## src/rtl/spike_window_feeder.sv

```systemverilog
// Spike-triggered window capture: every valid sample goes into a ring buffer, and a
// threshold crossing streams a WIN-sample window (PRE samples before the trigger) to the NN.
module spike_window_feeder #(
    parameter int DataWidth = 8,
    parameter int PRE       = 8,
    parameter int WIN       = 32,
    parameter int DEPTH     = 64,
    parameter int HOLDOFF   = 16
) (
    input  logic                 clk,
    input  logic                 rst,
    input  logic [DataWidth-1:0] sample_in,
    input  logic                 sample_valid,
    input  logic [DataWidth-1:0] threshold,
    output logic                 nn_sync,
    output logic [DataWidth-1:0] nn_data,
    output logic                 nn_valid,
    output logic                 busy,
    output logic [15:0]          spike_cnt
);

    localparam int AW   = $clog2(DEPTH);
    localparam int CM1  = (WIN > HOLDOFF) ? WIN : HOLDOFF;
    localparam int CMAX = (CM1 > PRE) ? CM1 : PRE;
    localparam int CW   = $clog2(CMAX + 1);
    localparam logic [DataWidth-1:0] MOST_NEG = {1'b1, {(DataWidth-1){1'b0}}};
    localparam logic [DataWidth-1:0] MOST_POS = {1'b0, {(DataWidth-1){1'b1}}};

    typedef enum logic [2:0] {
        S_IDLE, S_ARMED, S_CAPTURE, S_SYNC, S_STREAM, S_HOLDOFF
    } state_t;

    state_t               state, state_next;
    logic [CW-1:0]        cnt, cnt_next;
    logic [AW-1:0]        wr_ptr, rd_ptr;
    logic [DataWidth-1:0] ring [DEPTH];
    logic [DataWidth-1:0] mag;
    logic                 hit;
    logic                 trigger;

    // Most negative code has no positive twin, so clamp it to the largest magnitude.
    always_comb begin
        if (sample_in == MOST_NEG)
            mag = MOST_POS;
        else if (sample_in[DataWidth-1])
            mag = -sample_in;
        else
            mag = sample_in;
        hit = sample_valid && (mag >= threshold);
    end

    always_comb begin
        state_next = state;
        cnt_next   = cnt;
        trigger    = 1'b0;
        case (state)
            S_IDLE: begin
                if (sample_valid) begin
                    if (cnt + CW'(1) >= CW'(PRE)) begin
                        state_next = S_ARMED;
                        cnt_next   = '0;
                    end else begin
                        cnt_next = cnt + CW'(1);
                    end
                end
            end
            S_ARMED: begin
                if (hit) begin
                    trigger    = 1'b1;
                    state_next = S_CAPTURE;
                    cnt_next   = '0;
                end
            end
            S_CAPTURE: begin
                if (sample_valid) begin
                    if (cnt == CW'(WIN - PRE - 2)) begin
                        state_next = S_SYNC;
                        cnt_next   = '0;
                    end else begin
                        cnt_next = cnt + CW'(1);
                    end
                end
            end
            S_SYNC: begin
                state_next = S_STREAM;
                cnt_next   = '0;
            end
            S_STREAM: begin
                if (cnt == CW'(WIN - 1)) begin
                    state_next = S_HOLDOFF;
                    cnt_next   = '0;
                end else begin
                    cnt_next = cnt + CW'(1);
                end
            end
            S_HOLDOFF: begin
                if (sample_valid) begin
                    if (cnt == CW'(HOLDOFF - 1)) begin
                        state_next = S_ARMED;
                        cnt_next   = '0;
                    end else begin
                        cnt_next = cnt + CW'(1);
                    end
                end
            end
            default: begin
                state_next = S_IDLE;
                cnt_next   = '0;
            end
        endcase
    end

    always_ff @(posedge clk) begin
        if (sample_valid)
            ring[wr_ptr] <= sample_in;
    end

    // Outputs are registered from the next state so they line up exactly with the FSM state.
    always_ff @(posedge clk or negedge rst) begin
        if (!rst) begin
            state     <= S_IDLE;
            cnt       <= '0;
            wr_ptr    <= '0;
            rd_ptr    <= '0;
            spike_cnt <= '0;
            nn_sync   <= 1'b0;
            nn_valid  <= 1'b0;
            nn_data   <= '0;
            busy      <= 1'b0;
        end else begin
            state <= state_next;
            cnt   <= cnt_next;
            if (sample_valid)
                wr_ptr <= wr_ptr + AW'(1);
            if (trigger) begin
                rd_ptr    <= wr_ptr - AW'(PRE);
                spike_cnt <= spike_cnt + 16'd1;
            end else if (state_next == S_STREAM) begin
                rd_ptr <= rd_ptr + AW'(1);
            end
            nn_sync  <= (state_next == S_SYNC);
            nn_valid <= (state_next == S_STREAM);
            nn_data  <= (state_next == S_STREAM) ? ring[rd_ptr] : '0;
            busy     <= (state_next == S_CAPTURE) || (state_next == S_SYNC) ||
                        (state_next == S_STREAM)  || (state_next == S_HOLDOFF);
        end
    end

endmodule

```

## config.mk

```make
export PLATFORM = sky130hd
export DESIGN_NAME = spike_window_feeder
export DESIGN_NICKNAME = d
export VERILOG_FILES = /design/src/rtl/spike_window_feeder.sv
export SDC_FILE = /design/constraint.sdc
export NUM_CORES = 1
export LEC_CHECK = 0
export ABC_AREA = 1
export CAP_MARGIN = 20
export CORE_ASPECT_RATIO = 2
export CORE_MARGIN = 2
export CORE_UTILIZATION = 45
export CTS_BUF_LIST = sky130_fd_sc_hd__clkbuf_2 sky130_fd_sc_hd__clkbuf_4 sky130_fd_sc_hd__clkbuf_8
export CTS_CLUSTER_DIAMETER = 150
export DETAILED_ROUTE_END_ITERATION = 12
export SYNTH_ARGS = -nofsm -noshare
export SYNTH_HDL_FRONTEND = slang
export SYNTH_SLANG_ARGS = --single-unit
export TNS_END_PERCENT = 30
```

## constraint.sdc

```tcl
create_clock -name clk -period 4.55 [get_ports clk]
set_clock_uncertainty 0.1 [all_clocks]
set_input_delay 0.91 -clock clk [delete_from_list [all_inputs] [get_ports clk]]
set_output_delay 0.91 -clock clk [all_outputs]
set_load 0.01 [all_outputs]
```

==> flow_summary.ini, run 1 <==
[hold_path]
hold_path_class = in -> async

[synthesis]
yosysSeqAreaShare_pct = 70.5
synth_cells = 2067
async_reset_ff_share_pct = 8.57
synth_warnings = 0
synth_nets = 2102
synth-edff-count = 512
netlist_area_um2 = 23500
synth_cell_types = 40
synth_ff_type = edfxtp_1
ys_seq_elements = 560
avgSynthCellArea_um2 = 11.4

[routing]
route.vias.total = 15900
wl_per_cell_um = 22.0
dr.max_layer_used = met4
postRouteAntennaNets = 0
via_per_inst = 5.49
wl_met3_um = 2780
wl_um = 63400
first_pass_iters = 5
drc = 0
initialDrtViolationCount = 1348
wl_met1_um = 23000
route.met2.wl_um = 33700

[power_and_ir_drop]
cellPowerDensity_nw_per_um2 = 548
total_power_w = 0.0145
vdd_drop_max_mv = 0.360
leakagePower_nw = 9.73

[setup_path]
path_class = in -> reg
cpMaxStageDelayCell = ha_1
path_cells = buf_2 -> buf_4 -> nor3_1 -> inv_1 -> a21oi_1 -> o21ai_0 -> ha_1 -> nand2_1 -> nor2_1 -> nor2_1 -> nand2_1 -> nand2_1 -> nand2_1 -> nand2_1 -> a21oi_1 -> nand3_4 -> nand2_2 -> nand2_1 -> nand2_1
worstPathRequired_ns = 5.03
crit_path_frequent_cell = nand2_1
regToRegSetupSlack_ns = 1.55
worst-path-stages = 19
r2r-start = rd_ptr[0]
rr_worst_depth = 9
worst_ep_arrival_time_ns = 3.73
critPathBufInv = 3
cp-end-kind = flop
crit_path_max_incr_delay_ns = 0.31
cp_max_fo = 19
timing.rr.end = nn_data[6]
startpoint_type = input port
cpLargestDelayFamily = simple AND/OR/NAND/NOR gates

[cells_and_area]
final_area_um2 = 26400
area_growth_pct = 12.3
register_area_um2 = 16600
finish.utilization_pct = 51.1
multi_input_area_um2 = 6150
final.fill_count = 4535
drive_gt1_share_pct = 10.3
nets = 2196

[global_route]
grt_usage_pct = 23.8
antenna_found_initial = 3
grt_start_max_net_pins = 148
grt_pass1_vias = 15700
grt_first_pass_wirelength_um = 95000
grt_overflow = 0

[sta]
period_needed_ns = 3.25
relSlewSlack_pct = 40.6
finalWorstSetupSlack_ns = 1.30
fmax_mhz = 307
min_period_over_period_pct = 71.5
drv_slew = 0
hold_viol = 0
rsz0062_at_grt = false
tns_ns = 0
tightest_slew_ns = 0.888
setup_viol = 0

[placed_design]
placed_area_um2 = 24900
hpwl_um = 39300
port_buffers = 45
routabilityCongestion = 0.864
post-place-ws_ns = 0.658

[clock_network]
cts.sinks = 560
ctsHoldBuffers = 0
cts_inserted_buffers = 76
htree_levels = 3
tritoncts = built
postCtsSetupBuffers = 0
ctsLongestPathBuffers = 3
clock_latency_ns = 0.65
clk_pin_slew_ns = 0.07
root_buffer = clkbuf_8
cts_resized = 0

[job]
timing.max_cap.violations = 0

[floorplanning]
rows = 118
die_area_um2 = 54200
die_h_um = 327
dieWidth_um = 166
io_pins = 46
start_util_pct = 45.5
core_um2 = 51700

[status]
status = complete, no violations
[cells in the final DEF (no fill, tap or decap), drive strengths merged, types with 4 or more instances in the layout]
cell type,instances
a211oi,4
a21oi,114
a22oi,14
buf,92
clkbuf,98
clkdlybuf4s50,36
clkinv,36
dfrtp,48
edfxtp,512
ha,16
inv,59
nand2,603
nand3,293
nand4,7
nor2,141
nor3,34
o211ai,15
o21ai,55
o22ai,4
xnor2,9
xor2,16
[worst max-delay path by stage]
stage                 start            to  slack (ns)
6_report       sample_in[0]     rd_ptr[3]        1.30
5_1_grt        sample_in[0]     rd_ptr[5]        0.89
4_1_cts        sample_in[0]     rd_ptr[2]        1.36
3_5_place_dp   sample_in[0]     rd_ptr[3]        0.66
3_3_place_gp   sample_in[0]     rd_ptr[1]        0.68
2_1_floorplan  sample_in[1]  spike_cnt[3]        1.40
[area by class of cell]
class	instances	area share, %
Tap cell	660	3.13
Inverter	58	0.848
Multi-Input combinational cell	1337	23.3
Timing Repair Buffer	128	4.18
Clock inverter	43	1.11
Antenna cell	3	0.0284
Clock buffer	98	4.59
Sequential cell	560	62.8
[where the power goes]
| part | leakage, nW | switching, W | internal, W |
|---|---|---|---|
| logic | 3.69 | 0.00328 | 0.00123 |
| clock network | 0.790 | 0.00191 | 0.00194 |
| registers | 5.24 | 0.000225 | 0.00589 |
[worst register-to-register path, stage by stage, from the launching register on]
cell and delay (ns):
dfrtp_4 0.56, inv_6 0.33, buf_12 0.44, buf_4 0.52, nor2_1 0.07, o211ai_1 0.17, nand3_1 0.28, nand3_1 0.21
nand3_1 0.11, a21oi_2 0.13
[flip-flops by register name, indices dropped and copies added, names as in the netlist]
register	cells
ring	512
spike_cnt	16
nn_data	8
cnt	6
rd_ptr	6
wr_ptr	6
state	3
busy	1
nn_sync	1
nn_valid	1
[per-layer routing]
layer	vias to the layer above	GRT usage [%]
li1	7443	-
met1	7716	26.8
met3	153	3.00
met4	0	14.7
met5	-	0
met2	538	42.3
[stage by stage]
stage | hold slack (ns) | std cells
floorplan | 0.411 | 2067
CTS | 0.193 | 2884
finish | 0.212 | 2887
global placement | 0.401 | 2743
global route | 0.254 | 2887
detailed placement | 0.419 | 2743
[synth_stat cells, drive strengths merged, types with 9 or more instances]
master    n  share of area (%)
a21oi   114                2.4
a22oi    14               0.45
buf      91                2.0
clkbuf   21               0.34
dfrtp    48                5.1
edfxtp  512                 65
ha       16               0.85
inv      54               0.86
nand2   603                9.7
nand3   293                6.3
nor2    141                2.3
nor3     34               0.77
o211ai   15               0.48
o21ai    55                1.2
xnor2     9               0.34
xor2     16               0.60
[logic make-up after synthesis]
family,synth area share (%)
AOI/OAI and AO/OA,5.00
and+or+nand+nor,19.4
DFF,70.5
xor gates and xnor gates,0.932
buffers and inverters,3.29
adders and majority gates,0.852
(Power assumes the default switching activity.)
==> run 2, diff against run 1 <==
==> constraint.sdc (replaced) <==
create_clock -name clk -period 3.1 [get_ports clk]
set_clock_uncertainty 0.1 [all_clocks]
set_input_delay 0.62 -clock clk [delete_from_list [all_inputs] [get_ports clk]]
set_output_delay 0.62 -clock clk [all_outputs]
set_load 0.01 [all_outputs]
==> run 2 against run 1 <==
Via count increased by 2.2%. Register-to-register slack got worse by 1.2 ns. Core utilization increased by 1.3 points. Design area increased by 2.6%. Final cell count increased by 2.1%. Global-route usage increased by 0.47 points. Critical path depth increased by 3. Largest cell class unchanged. Worst hold slack improved by 0.13 ns.
==> flow_summary.ini, run 2 (same netlist as run 1, synthesis figures left out) <==
[status]
status = complete, no violations

[sta]
relSlewSlack_pct = 48.7
period_needed_ns = 2.81
tightest_slew_ns = 0.770
drv_slew = 0
rsz0062_at_grt = false
hold_viol = 0
finalWorstSetupSlack_ns = 0.291
setup_viol = 0
fmax_mhz = 356
hold_slack_ns = 0.346
min_period_over_period_pct = 90.6

[routing]
drc = 0
postRouteAntennaNets = 0
wl_per_cell_um = 21.9
wl_um = 64500
via_per_inst = 5.50
route.vias.total = 16200
initialDrtViolationCount = 1330
first_pass_iters = 5

[setup_path]
startpoint_type = input port
path_cells = buf_2 -> inv_1 -> ha_1 -> inv_1 -> nor3_2 -> inv_1 -> nor2_1 -> inv_1 -> o21ai_0 -> ha_1 -> nand2_1 -> nor2_1 -> nor2_1 -> nand2_1 -> nand2_1 -> nand2_1 -> nand3_1 -> buf_4 -> inv_2 -> nand2_1 -> nor2_1 -> xor2_1
worstPathRequired_ns = 3.56
critPathBufInv = 7
crit_start = sample_in[0]
cp_max_fo = 7
crit_path_max_incr_delay_ns = 0.31
cpLargestDelayFamily = simple AND/OR/NAND/NOR gates
r2r-start = rd_ptr[0]
path_class = in -> reg
cpMaxStageDelayCell = ha_1
cp-end-kind = flop
crit_path_frequent_cell = nand2_1
worst_ep_arrival_time_ns = 3.27

[hold_path]
hold_path_class = in -> reg
hold_start = sample_in[2]

[job]
timing.max_cap.violations = 0

[placed_design]
routabilityCongestion = 0.863
dp_cells = 2808
placed_area_um2 = 25400
hpwl_um = 41200
post-place-ws_ns = -0.449
port_buffers = 45

[clock_network]
postCtsSetupBuffers = 0
tritoncts = built
cts.sinks = 560
root_buffer = clkbuf_8
cts_inserted_buffers = 76
clk_pin_slew_ns = 0.07
clock_latency_ns = 0.66
ctsLongestPathBuffers = 3
htree_levels = 3

[floorplanning]
rows = 118
io_pins = 46
core_um2 = 51700
die_area_um2 = 54200
die_h_um = 327
start_util_pct = 45.5
dieWidth_um = 166

[cells_and_area]
finalNonFillerCells = 2948
finish.utilization_pct = 52.4
mostFrequentLayoutCells = 600 x nand2_1, 512 x edfxtp_1, 290 x nand3_1, 139 x nor2_1, 137 x buf_4
largest_reg_flops = 512
nets = 2262
reg_top3 = ring: 512 flops, spike_cnt: 16 flops, nn_data: 8 flops
area_growth_pct = 15.3
drive_gt1_share_pct = 13.1
final_area_um2 = 27100
regMostFlops = ring
final_common_cell = nand2_1

[power_and_ir_drop]
vdd_drop_max_mv = 0.556
cellPowerDensity_nw_per_um2 = 809
leakagePower_nw = 10.1

[global_route]
antenna_found_initial = 3
grt_first_pass_wirelength_um = 96700
grt_usage_pct = 24.3
grt_overflow = 0
grt_pass1_vias = 16300
grt_start_max_net_pins = 147
[run 2: cell count changes in the layout (fill, tap and decap cells not counted), moves of 2 or more]
cell       delta
clkinv_1      -7
clkinv_2      +4
inv_6         -2
buf_12        +5
clkbuf_8      +6
buf_4        +60
inv_8         -2
clkbuf_4     -10
bufinv_16     +5
[run 2: cell type report]
| class | count | area, um2 |
|---|---|---|
| Multi-Input combinational cell | 1337 | 6160 |
| Timing Repair Buffer | 194 | 1660 |
| Tap cell | 660 | 826 |
| Clock buffer | 94 | 1220 |
| Fill cell | 4495 | 24600 |
| Inverter | 58 | 224 |
| Sequential cell | 560 | 16600 |
| Clock inverter | 42 | 405 |
| Antenna cell | 3 | 7.51 |
[run 2: path summary, 6_finish.rpt]
path | cells past startpoint | slack [ns] | end
worst min register to register | 1 | 0.43 | spike_cnt[5]
max in group asynchronous | 3 | 1.79 | rd_ptr[0]
worst min-delay path | 2 | 0.35 | ring[38][2]
worst max register to register | 10 | 0.38 | nn_data[5]
worst max-delay path | 22 | 0.29 | spike_cnt[8]
min in group asynchronous | 2 | 0.43 | spike_cnt[7]
[run 2: through the flow]
step	power [W]	setup TNS, ns
2_1_floorplan	0.0132	0
3_5_place_dp	0.0160	-13.04
5_1_grt	0.0230	0
6_report	0.0219	0
4_1_cts	0.0221	0
3_3_place_gp	0.0159	-11.59
[run 2: repair_timing]
action | 4_1_cts | 5_1_grt
gates resized for setup | 0 | 2
hold buffers | 1 | 0
endpoints found under the hold margin | 24 | 0
setup endpoints to repair | 0 | 15
[run 2: routing by layer]
metal  global-route usage, %  vias to the layer above  part of all wire (%)
li1                        -                     7575                     -
met1                    26.6                     7963                    36
met2                    44.0                      537                    54
met3                    3.29                      131                   4.6
met4                    14.4                        0                   6.0
met5                       0                        -                     0
[run 2: worst register-to-register path: stages (launching register included)]
cell and delay, ns:
dfrtp_4 0.53, inv_6 0.36, buf_4 0.36, nand2_1 0.09
nand3_1 0.09, a21oi_1 0.08, nor3_1 0.44, o21ai_0 0.32
nand3_1 0.16, nand2_1 0.06, nor2_1 0.08
[run 2: power by group]
| part | switching, W | leakage [nW] | internal (W) |
|---|---|---|---|
| clock | 0.00277 | 0.841 | 0.00327 |
| combinational | 0.00489 | 4.05 | 0.00202 |
| sequential | 0.000305 | 5.24 | 0.00865 |
| total | 0.00797 | 10.1 | 0.0139 |
